===== src/rtl/interval_timer_ctrl.sv =====
// ---------------------------------------------------------------------------
// interval_timer_ctrl
//
// Purpose:
//   Programmable interval timer with a valid/ready configuration port.
//   A latched terminal count (period) and mode (periodic / one-shot) control
//   a counter that runs from 0 up to period inclusive. One period therefore
//   lasts period+1 cycles. At the end of each period the block pulses
//   expire, sets the sticky irq flag, and flags overrun if the previous irq
//   has not yet been acknowledged.
//
// Ports:
//   clk          - single clock, all state changes on its rising edge
//   rst          - synchronous, active-high reset
//   cfg_valid    - configuration offer valid
//   cfg_ready    - configuration can be accepted (IDLE and not in reset)
//   cfg_period   - terminal count, WIDTH bits
//   cfg_periodic - 1 = periodic, 0 = one-shot
//   start        - run request (ignored while running)
//   stop         - abort request (wins over start, suppresses expire)
//   busy         - high while the timer is running
//   count        - current counter value
//   expire       - registered one-cycle pulse per completed period
//   irq          - sticky expiry flag, cleared by irq_ack
//   irq_ack      - clears irq and overrun
//   overrun      - sticky flag: an expiry happened while irq was pending
// ---------------------------------------------------------------------------
module interval_timer_ctrl #(
  parameter int WIDTH = 4
) (
  input  logic             clk,
  input  logic             rst,
  input  logic             cfg_valid,
  output logic             cfg_ready,
  input  logic [WIDTH-1:0] cfg_period,
  input  logic             cfg_periodic,
  input  logic             start,
  input  logic             stop,
  output logic             busy,
  output logic [WIDTH-1:0] count,
  output logic             expire,
  output logic             irq,
  input  logic             irq_ack,
  output logic             overrun
);

  typedef enum logic {
    IDLE = 1'b0,
    RUN  = 1'b1
  } state_t;

  state_t           state;
  logic [WIDTH-1:0] period_q;
  logic             periodic_q;
  logic             term;

  // The configuration port only opens while idle and out of reset, so a
  // running period can never be disturbed by a new offer.
  assign cfg_ready = (state == IDLE) && !rst;
  assign busy      = (state == RUN);

  // End of a period this cycle. A stop in the same cycle cancels it, so an
  // aborted run never produces an expire.
  assign term = (state == RUN) && !stop && (count == period_q);

  // Timer FSM with all registered outputs. The counter runs 0..period_q and
  // returns to 0 on the terminal cycle rather than overflowing, which makes
  // period_q = all-ones behave exactly like any other period. irq/overrun
  // give priority to a new expiry over an acknowledge: an expiry that
  // coincides with irq_ack leaves irq set and overrun untouched.
  always_ff @(posedge clk) begin
    if (rst) begin
      state      <= IDLE;
      count      <= '0;
      expire     <= 1'b0;
      irq        <= 1'b0;
      overrun    <= 1'b0;
      period_q   <= '1;
      periodic_q <= 1'b0;
    end else begin
      expire <= term;

      case (state)
        IDLE: begin
          count <= '0;
          if (cfg_valid && cfg_ready) begin
            period_q   <= cfg_period;
            periodic_q <= cfg_periodic;
          end
          if (start && !stop) begin
            state <= RUN;
          end
        end

        RUN: begin
          if (stop) begin
            state <= IDLE;
            count <= '0;
          end else if (term) begin
            count <= '0;
            if (!periodic_q) begin
              state <= IDLE;
            end
          end else begin
            count <= count + 1'b1;
          end
        end

        default: begin
          state <= IDLE;
          count <= '0;
        end
      endcase

      if (term) begin
        irq <= 1'b1;
        if (irq && !irq_ack) begin
          overrun <= 1'b1;
        end
      end else if (irq_ack) begin
        irq     <= 1'b0;
        overrun <= 1'b0;
      end
    end
  end

  // The counter never runs past the latched terminal count.
  count_in_range: assert property (
    @(posedge clk) disable iff (rst) count <= period_q
  );

  // While running (and not aborted) the counter either steps by one or
  // returns to 0, and it returns to 0 exactly when expire fires.
  count_steps: assert property (
    @(posedge clk) disable iff (rst)
      (busy && !stop) |=> (expire ? (count == '0)
                                  : (count == WIDTH'($past(count) + 1'b1)))
  );

  // Back-to-back expire pulses are only possible with a zero period.
  expire_spacing: assert property (
    @(posedge clk) disable iff (rst)
      expire |=> (!expire || (period_q == '0))
  );

endmodule


===== config.mk =====
export PLATFORM = sky130hd
export DESIGN_NAME = interval_timer_ctrl
export DESIGN_NICKNAME = d
export VERILOG_FILES = /design/src/rtl/interval_timer_ctrl.sv
export SDC_FILE = /design/constraint.sdc
export NUM_CORES = 1
export LEC_CHECK = 0
export CORE_AREA = 4 4 41 43
export DETAILED_ROUTE_END_ITERATION = 12
export DIE_AREA = 0 0 45 47
export DONT_BUFFER_PORTS = 1
export GPL_ROUTABILITY_DRIVEN = 0
export GPL_TIMING_DRIVEN = 0
export PLACE_DENSITY = 0.52
export SYNTH_ARGS = -nofsm -noshare
export SYNTH_HDL_FRONTEND = slang
export SYNTH_SLANG_ARGS = --single-unit

===== constraint.sdc =====
create_clock -name clk -period 2.9 [get_ports clk]
set_input_delay 0.58 -clock clk [delete_from_list [all_inputs] [get_ports clk]]
set_output_delay 0.58 -clock clk [all_outputs]
set_load 0.005 [all_outputs]

==> out/summary.txt <==
status -> complete, no violations
RSZ-0062 raised after global routing -> false
number of core rows -> 13
Pwr Density -> 560 nW/um^2
Max stage delay cell, worst path -> nor2_1
HP Start -> cfg_period[1]
final setup violation count -> 0
Worst-Skew Late Latency -> 0.27 ns
Inst Count DP -> 68
leading cell types in the layout, fill and taps excluded -> 13 x dfxtp_1, 10 x nor2_1, 5 x xnor2_1, 5 x nor2b_1, 4 x a211o_1
critical path peak fanout -> 9
htree depth -> 1
DRT antenna net count -> 0
syn nets -> 65
MaxCap Viol Count -> 0
Worst R2R Setup Slack -> 1.74 ns
Highest Clock Rate -> 0.716 GHz
flops & latches, synth -> 13
cts hold-fix bufs -> 0
Avg Cell Area, Syn -> 9.94 um^2
Yosys warnings -> 0
HPWL after DPL -> 729 um
Max clock buf depth -> 2
relative slew slack -> 0.849
synthesized instance count -> 53
most common cell after layout, fill and taps aside -> dfxtp_1
Routed WL -> 898 um
initial drt markers -> 1
first-pass GRT wire length -> 1490 um
# resized after CTS -> 0
layout cells sized above 1 -> 0.123
IO buf count -> 0
GR Util All Layers -> 0.103
Final Non-Filler Cells -> 72
worst reg2reg path endpoint -> count[3]
fill cell count -> 140
Netlist cell types -> 20
fin crit period -> 1.40 ns
delay-heaviest family, CP -> simple AND/OR/NAND/NOR gates
antenna violations before repair -> 0
number of global-route vias before repair -> 337
Post CTS Setup Buffer Count -> 0
pins over their slew limit -> 0
Pre-Repair DR Iteration Count -> 2
mapped cell area -> 527 um^2
biggest area consumer among synthesized cells -> dfxtp_1
Die H -> 47 um
worst path cell trace -> buf_6, nor2_1
pin count of the biggest net entering global routing -> 10
worst r2r path cells -> 4
Critical R2R Launch -> count[2]
TritonCTS clock tree -> built
setup TNS -> 0 ns
critical path class -> input port to primary output
worst path buffer plus inverter count -> 1
post-synth top area share -> 0.494
top cells by area, synth -> dfxtp_1 49%, xnor2_1 8.3%, nor2_1 7.1%, a211o_1 6.7%, nor2b_1 5.9%
skew final -> 0.000854 ns
Area Growth Syn to Fin -> 8.55%
CP Launch Type -> input port
Seq. cell area -> 260 um^2
leakage -> 0.229 nW
Die W -> 45 um
clock slew at reported path FFs -> 0.07 ns
num ports -> 20
CTS sink cnt -> 13
Worst Max-Slew Pin Slew -> 0.227 ns
drt wl/cell -> 12.5 um
CP endpoint kind -> primary output
ant diodes -> 0
Critical Path RT -> 2.32 ns
global route total overflow -> 0
DIE AREA -> 2120 um^2
DRC -> 0
CP arrival -> 0.82 ns
Vias -> 372
path category of the worst min-delay check -> input port to register
vias per cell -> 5.17
Worst Setup SP -> rst
CTS root buf -> clkbuf_4
Worst path depth -> 2
fin crit share -> 0.482
Peak VDD IR -> 0.286 mV
fin nets -> 70
final number of hold-violating endpoints -> 0
Multi-input gate area -> 246 um^2
WHS Path Cells -> 1
post-synthesis sequential area ratio -> 0.494
Placeable Area -> 1300 um^2
max incr delay on CP -> 0.12 ns
Initial Util -> 0.405
Num CTS Buffers -> 3
Hold EP -> period_q[1]
-- cell families (layout without fill, tap and decap cells) --
group	count (synthesis)	count (layout)	share of synthesized area
adders and majority gates	1	1	0.0237
buffers and inverters	3	7	0.0380
DFF	13	13	0.494
muxes	1	1	0.0190
AOI/OAI and AO/OA	8	8	0.114
and+or+nand+nor	21	21	0.211
xor gates and xnor gates	6	6	0.0998
-- metrics by stage --
| stage | utilization | setup WS, ns | area, um^2 | total power [mW] | hold slack, ns |
|---|---|---|---|---|---|
| finish | 0.439 | 1.50 | 572 | 0.320 | 0.423 |
| global route | 0.439 | 1.43 | 572 | 0.339 | 0.397 |
| CTS | 0.439 | 1.48 | 572 | 0.325 | 0.415 |
| detailed placement | 0.419 | 1.50 | 546 | 0.218 | 0.491 |
| global placement | 0.419 | 1.50 | 546 | 0.216 | 0.479 |
| floorplan | - | 1.53 | 527 | 0.214 | 0.461 |
-- report_power, final --
part | switching [mW] | internal [mW] | total, mW
clock | 0.0541 | 0.0533 | 0.107
sequential | 0.00485 | 0.185 | 0.189
combinational | 0.0108 | 0.0128 | 0.0236
-- cell type report --
| type | instances | area share |
|---|---|---|
| tap | 15 | 0.0328 |
| clock buffer | 4 | 0.0460 |
| multi-input combinational | 37 | 0.431 |
| sequential | 13 | 0.455 |
| buffer | 2 | 0.0284 |
| inverter | 1 | 0.00656 |
-- flip-flops by register name (all words and copies together) (netlist names) --
name and cells:
count 4, expire 1, periodic_q 1, busy 1, overrun 1, irq 1, period_q 4
-- cells in the mapped netlist --
cell and instances:
ha_1 1, buf_6 1, o21ai_0 1, a211o_1 4
mux2i_1 1, inv_1 1, nor2b_1 5, dfxtp_1 13
o22ai_1 1, o22a_1 1, nand2b_1 1, xnor2_1 5
nor3_2 1, nor2_1 10, nand3_1 2, nand2_1 1
xor2_1 1, nand4_2 1, buf_2 1, a21oi_1 1
-- per-layer routing --
metal  vias up  wire length, um  track usage
met5         -                0            0
met4         0               14       0.0526
met3         5              112       0.0843
met2        18              396        0.144
met1       163              374        0.111
li1        186                -            -
-- worst max-delay path by stage --
stage | endpoint | slack [ns]
after floorplan | cfg_ready | 1.53
after global routing | cfg_ready | 1.43
after CTS | cfg_ready | 1.48
after global placement | cfg_ready | 1.50
after detailed placement | cfg_ready | 1.50
final | cfg_ready | 1.50
No activity file was read; power rests on OpenSTA's default activity.
